## src/rtl/shift_unit_scheduler.sv

```systemverilog
// shift_unit_scheduler: round-robin arbiter that shares one N-bit logical
// right shifter between NUM_REQ requesters and returns tagged results.
// Optional feature macro: SHIFT_SCHED_OOR_FLAG_EN adds rsp_oor, a registered
// flag marking results whose shift amount was >= N.
//
// Handshake semantics (both channels): a transfer happens on a rising edge
// where valid and ready are both high. Requesters hold req_valid/req_a/req_b
// stable until req_ready; the block holds rsp_valid/rsp_data/rsp_id stable
// until rsp_ready.
module shift_unit_scheduler #(
  parameter int N       = 8,
  parameter int NUM_REQ = 2,
  parameter int ID_W    = (NUM_REQ > 1) ? $clog2(NUM_REQ) : 1
) (
  input  logic                 clk,
  input  logic                 rst,
  input  logic [NUM_REQ-1:0]   req_valid,
  output logic [NUM_REQ-1:0]   req_ready,
  input  logic [NUM_REQ*N-1:0] req_a,
  input  logic [NUM_REQ*N-1:0] req_b,
  output logic                 rsp_valid,
  input  logic                 rsp_ready,
  output logic [N-1:0]         rsp_data,
  output logic [ID_W-1:0]      rsp_id,
`ifdef SHIFT_SCHED_OOR_FLAG_EN
  output logic                 rsp_oor,
`endif
  output logic                 busy,
  output logic [1:0]           dbg_state,
  output logic [ID_W-1:0]      dbg_rr_ptr
);

  localparam int SH_W = $clog2(N);

  typedef enum logic [1:0] {
    IDLE = 2'd0,
    EXEC = 2'd1,
    RESP = 2'd2
  } state_t;

  state_t          state, state_next;
  logic [ID_W-1:0] rr_ptr;
  logic [N-1:0]    a_q, b_q;
  logic [ID_W-1:0] id_q;
  logic            grant_found;
  logic [ID_W-1:0] grant_id;
  logic [ID_W:0]   cand;
  logic            accept;
  logic            retire;
  logic            sh_oor;
  logic [N-1:0]    sh_out;
  logic [ID_W-1:0] rr_after_retire;

  // Round-robin search: first valid requester starting at rr_ptr, wrapping.
  always_comb begin
    grant_found = 1'b0;
    grant_id    = '0;
    cand        = '0;
    for (int k = 0; k < NUM_REQ; k++) begin
      cand = {1'b0, rr_ptr} + (ID_W+1)'(k);
      if (cand >= (ID_W+1)'(NUM_REQ)) begin
        cand = cand - (ID_W+1)'(NUM_REQ);
      end
      if (!grant_found && req_valid[cand[ID_W-1:0]]) begin
        grant_found = 1'b1;
        grant_id    = cand[ID_W-1:0];
      end
    end
  end

  // FSM next state and request-side outputs; req_ready only ever in IDLE.
  always_comb begin
    state_next = state;
    req_ready  = '0;
    accept     = 1'b0;
    retire     = 1'b0;
    case (state)
      IDLE: begin
        if (!rst && grant_found) begin
          req_ready[grant_id] = 1'b1;
          accept              = 1'b1;
          state_next          = EXEC;
        end
      end
      EXEC: state_next = RESP;
      RESP: begin
        if (rsp_ready) begin
          retire     = 1'b1;
          state_next = IDLE;
        end
      end
      default: state_next = IDLE;
    endcase
  end

  // Shared shifter: any amount with a bit at or above log2(N) flushes to zero.
  always_comb begin
    sh_oor = |b_q[N-1:SH_W];
    sh_out = sh_oor ? '0 : (a_q >> b_q[SH_W-1:0]);
  end

  // Pointer moves to the requester after the one just retired.
  always_comb begin
    rr_after_retire = (id_q == ID_W'(NUM_REQ - 1)) ? '0 : (id_q + ID_W'(1));
  end

  // State, operand capture, result register and fairness pointer.
  always_ff @(posedge clk) begin
    if (rst) begin
      state     <= IDLE;
      rr_ptr    <= '0;
      a_q       <= '0;
      b_q       <= '0;
      id_q      <= '0;
      rsp_valid <= 1'b0;
      rsp_data  <= '0;
      rsp_id    <= '0;
    end else begin
      state <= state_next;
      if (accept) begin
        a_q  <= req_a[grant_id*N +: N];
        b_q  <= req_b[grant_id*N +: N];
        id_q <= grant_id;
      end
      if (state == EXEC) begin
        rsp_data  <= sh_out;
        rsp_id    <= id_q;
        rsp_valid <= 1'b1;
      end
      if (retire) begin
        rsp_valid <= 1'b0;
        rr_ptr    <= rr_after_retire;
      end
    end
  end

`ifdef SHIFT_SCHED_OOR_FLAG_EN
  // Out-of-range flag travels with rsp_data and is frozen the same way.
  always_ff @(posedge clk) begin
    if (rst) begin
      rsp_oor <= 1'b0;
    end else if (state == EXEC) begin
      rsp_oor <= sh_oor;
    end
  end
`endif

  assign busy       = (state != IDLE);
  assign dbg_state  = state;
  assign dbg_rr_ptr = rr_ptr;

endmodule

```

## config.mk

```make
export PLATFORM = sky130hd
export DESIGN_NAME = shift_unit_scheduler
export DESIGN_NICKNAME = d
export VERILOG_FILES = /design/src/rtl/shift_unit_scheduler.sv
export SDC_FILE = /design/constraint.sdc
export NUM_CORES = 1
export LEC_CHECK = 0
export BUFFER_PORTS_ARGS = -buffer_cell sky130_fd_sc_hd__buf_2
export CAP_MARGIN = 5
export CORE_ASPECT_RATIO = 0.9
export CORE_MARGIN = 8
export CORE_UTILIZATION = 35
export DETAILED_ROUTE_END_ITERATION = 10
export HOLD_SLACK_MARGIN = 0.1
export PLACE_DENSITY_LB_ADDON = 0.08
export SLEW_MARGIN = 20
export SYNTH_ARGS = -nofsm -noshare
export SYNTH_HDL_FRONTEND = slang
export SYNTH_SLANG_ARGS = --single-unit
```

## constraint.sdc

```tcl
create_clock -name clk -period 2.65 [get_ports clk]
set_input_delay 0.265 -clock clk [delete_from_list [all_inputs] [get_ports clk]]
set_output_delay 0.265 -clock clk [all_outputs]
set_load 0.1 [all_outputs]
```

Word-level counts from Yosys, hierarchy flattened
Cells that the tools add are included.

Register bits: 30. Bits of input ports: 37. Output and inout bits: 16. Word-level logic and storage cells: 58.

Add/sub/neg operators: 4. Magnitude comparators: 6. Eq/ne operators: 4. Shifts and indexed selects: 3. Multiplexer cells: 23. Reductions and logical operators: 10.

Operators by type and width (count): 16-bit by 5-bit variable part select with 8-bit output (2); 1-bit two-way mux (16); 2-bit two-way mux (4); 8-bit two-way mux (1); 8-bit by 3-bit >> shifter with 8-bit output (1); 1-bit by 2-bit < comparator with 1-bit output, second input constant (3); 2-bit case mux with 3 select lines (1); 5-bit OR reduction (1); 2-bit != test, second input constant (2); 1-bit logical AND (3); 1-bit by 1-bit adder with 2-bit output, second input constant (1); 2-bit by 1-bit equality test with 1-bit output, second input constant (1); 2-bit equality test, second input constant (1); 1-bit by 2-bit >= comparator with 1-bit output, second input constant (1); 2-bit >= comparator, second input constant (1); 1-bit zero test (2); 2-bit zero test (1); 2-bit AND reduction (1); 2-bit nonzero test (1); 2-bit OR reduction (1); 1-bit subtractor, second input constant (2); 1-bit adder, second input constant (1); 1-bit demux with 1-bit select (1); 1-bit >= comparator, second input constant (1).

Longest topological paths before layout
Depth in word-level cells: 14. Mapped depth: 6. Mapped depth without buffers: 4.

Worst setup path before layout
Ideal clock, no wire load.

Path kind: register to register. From: register rr_ptr, in the netlist dbg_rr_ptr. To: register a_q[1]. Setup time: 0.072 ns. Data arrival time: 2.839 ns. Data required time: 2.578 ns. Slack: -0.261 ns. Cell stages (with the launch flop): 6. Path through: dfxtp_1 > o211a_1 > clkbuf_1 > buf_1 > a222oi_1 > nor2_1.

Cells in the longest elaborated chain, start to end: 11. Elaborated cells between the ends (all ways): 21.

Ends and longest elaborated chain: from (decl) (RTL line 42) `logic [ID_W-1:0] rr_ptr;`; from (signal assigned) (RTL line 132) `rr_ptr <= rr_after_retire;`; parallel branches: the longest is 11 deep, another holds 1-bit by 2-bit >= comparator with 1-bit output; to (signal assigned) (RTL line 121) `a_q <= req_a[grant_id*N +: N];`; to (decl) (RTL line 43) `logic [N-1:0] a_q, b_q;`.

Several ways; the timed one is not identified. The select of a mux whose other input is x is not followed. A chain may end at the register's enable or synchronous reset.

Worst setup path after layout
From: register state[0], in the netlist dbg_state[0]. To: output port req_ready[0].

Cells in the longest elaborated chain, start to end: 2.

Ends and longest elaborated chain: from (decl) (RTL line 41) `state_t state, state_next;`; from (signal assigned) (RTL line 119) `state <= state_next;`; 2-bit zero test (RTL line 77) `case (state)`; 2-bit two-way mux (RTL line 77); to (decl) (RTL line 18) `output logic [NUM_REQ-1:0] req_ready,`.

Every way passes these cells.

==> out/metrics.cfg <==
[clock_network]
cts_tree=built
h-tree-depth=2
cts.clk_slew.worst_paths_ns=0.06
clockBufferDepth=2
ctsHoldBuffers=0
post_cts_resized=0
clock_sinks=30
clkLatencyLatePin_ns=0.27
cts_buffers=5
root_buffer=clkbuf_8
postCtsSetupRepairBufs=0

[cells_and_area]
layout-drive-gt1-share_pct=40.43
fillCellCount=379
antennaDiodeCount=0
fin_nets=225
area_delta_synth_final_pct=28.41
fin_area_sq_mm=0.001730

[detailed_routing]
drtIter0Drc=180
remaining_drc_errors=0
detail_route.wl_per_cell_microns=15.93
dr.pass1.iters=5
drt.antenna.violating_nets=0
viasPerCell=5.543
vias=1297
wirelength_microns=3728

[placement]
gp_congestion=0.7763
io_buffers=52
pre_cts_ws_ns=0.7931
placed_cell_area_sq_mm=0.001654
dp_hpwl_microns=2786

[floorplanning]
die_h_microns=74.87
io-pin-count=53
initial_utilization_pct=36.37
core_area_sq_mm=0.003705
fp.dieW_microns=81.41
die_area_sq_mm=0.006094
rows=21

[sta]
tightest_slew_ns=0.5964
report.final.slew_viol_count=0
hold_viol=0
max_freq_mhz=480.4
fin_setup_tns_ns=0
slew_headroom_pct=60.24
rsz0062_at_grt=false
min_period_ns=2.082
hold_ws_ns=0.2251
setup_viol=0
layout_worst_path_cycle_share_pct=78.55
setup_ws_ns=0.5684
clock_skew_ns=0.002352

[pwr]
irDropWorstVdd_mv=0.2817
power_density_mw_per_mm2=634.2
p_leak_uw=0.0007389

[synthesis]
netlist_area_sq_mm=0.001348
yosysSeqAreaShare_pct=44.57
synth_cell_types=35
syn_nets=172
yosysWarnings=0
synth_area_per_cell_sq_um=9.982
postSynthCellCount=135
synth-seq-cells=30

[global_routing]
grt_pass1_vias=1251
gr-usage-all-layers_pct=12.65
grt_max_degree=32
grt_remaining_overflow=0
grt_pass1_wl_microns=5892
antenna_found_initial=0

[worst_setup_path]
critPathTopFamily=buffers and inverters
cp_slowest_stage_delay_ns=0.50
cp.arrival_ns=1.82
crit_buf_inv=1
crit_chain=or2_2 -> a2111oi_4 -> buf_2
crit_path_top_delay_cell=buf_2
cp-start-kind=flop
worst-setup-path-type=flop to output port
critPathRequiredTime_ns=2.38
endpoint_kind=output port
critical_path.max_fanout=7

[outcome]
status=completed

[job]
maxCapViolations=0

[worst_hold_path]
hold_path_class=input port to flop

==> flip-flops by register name, summed over array words and instances, names as in the netlist <==
name / flops
rsp_id: 1
rsp_valid: 1
dbg_rr_ptr: 1
dbg_state: 2
b_q: 8
id_q: 1
a_q: 8
rsp_data: 8
==> synthesized netlist by cell type, drive strengths merged <==
cell / n / share of area, %
dfxtp: 30 / 45
nor2: 22 / 6.1
a222oi: 16 / 12
a21oi: 9 / 3.3
nand2: 7 / 2.0
clkbuf: 6 / 1.7
mux4: 5 / 8.4
nor3: 5 / 1.9
buf: 4 / 1.6
inv: 4 / 1.1
mux2i: 3 / 2.2
nand3b: 2 / 1.1
o21a: 2 / 1.1
o21ai: 2 / 0.74
or3: 2 / 1.0
or4: 2 / 1.4
a2111oi: 1 / 2.0
a211o: 1 / 0.74
a22oi: 1 / 0.56
a31o: 1 / 0.65
a32o: 1 / 0.74
a32oi: 1 / 0.65
and2: 1 / 0.46
mux2: 1 / 0.84
nand2b: 1 / 0.46
nand4: 1 / 0.46
nor2b: 1 / 0.46
o211a: 1 / 0.74
or2: 1 / 0.46
or3b: 1 / 0.65
==> tightest hold or removal path, delay by kind of cell <==
family	cells	cell delay, ns
buffers and inverters	1	0.07
AOI/OAI and AO/OA	1	0.05
and+or+nand+nor	1	0.07
==> cell families after synthesis <==
logic type,Yosys count,synth area share (%)
flip-flops,30,44.57
multiplexers,9,11.42
AO/OA/AOI/OAI,36,23.21
AND/OR/NAND/NOR,46,16.44
buffers and inverters,14,4.363
==> per-layer routing <==
layer	vias up	global-route usage [%]	part of all wire (%)
met3	5	5.489	10
met4	0	4.752	1.3
li1	632	-	-
met5	-	0	0
met1	600	16.95	44
met2	60	17.30	45
==> per-stage QoR <==
stage	instances	power (uW)	util (%)
after floorplan	135	704.4	-
after global placement	227	769.6	44.65
after detailed placement	227	774.5	44.65
after CTS	234	1111	46.71
after global routing	234	1161	46.71
final	234	1097	46.71
==> final timing paths <==
check	startpoint	endpoint	slack, ns	cells past startpoint
worst max-delay path	dbg_state[0]	req_ready[0]	0.57	3
worst max register to register	b_q[3]	rsp_data[6]	0.78	4
worst min register to register	rsp_data[2]	rsp_data[2]	0.45	2
worst min-delay path	req_b[14]	b_q[6]	0.23	3
==> power by group <==
group | leakage, uW | total, uW | switching (uW) | internal (uW)
Combinational | 0.000455 | 255 | 165 | 90.4
Clock | 0.0000383 | 332 | 152 | 180
Sequential | 0.000245 | 510 | 31.7 | 478
==> layout by cell type (no fill, tap or decap), types with 3 or more instances in the layout <==
master | netlist | final
buf_2 | 2 | 52
dfxtp_1 | 30 | 28
nor2_1 | 22 | 22
a222oi_1 | 16 | 16
a21oi_1 | 9 | 9
nand2_1 | 7 | 7
nor3_1 | 5 | 5
mux4_2 | 5 | 5
clkbuf_8 | 0 | 5
inv_1 | 4 | 4
buf_4 | 1 | 4
mux2i_1 | 3 | 3
==> layout make-up <==
type / count / area [sq um] / share of cell area (%)
multi-input cells: 91 / 688.2 / 39.77
flip-flops and latches: 30 / 603.1 / 34.85
repair buffers: 56 / 290.3 / 16.78
clock buffers: 7 / 76.32 / 4.411
well taps: 46 / 57.56 / 3.326
inverters: 4 / 15.01 / 0.8677
(Power assumes the default switching activity.)
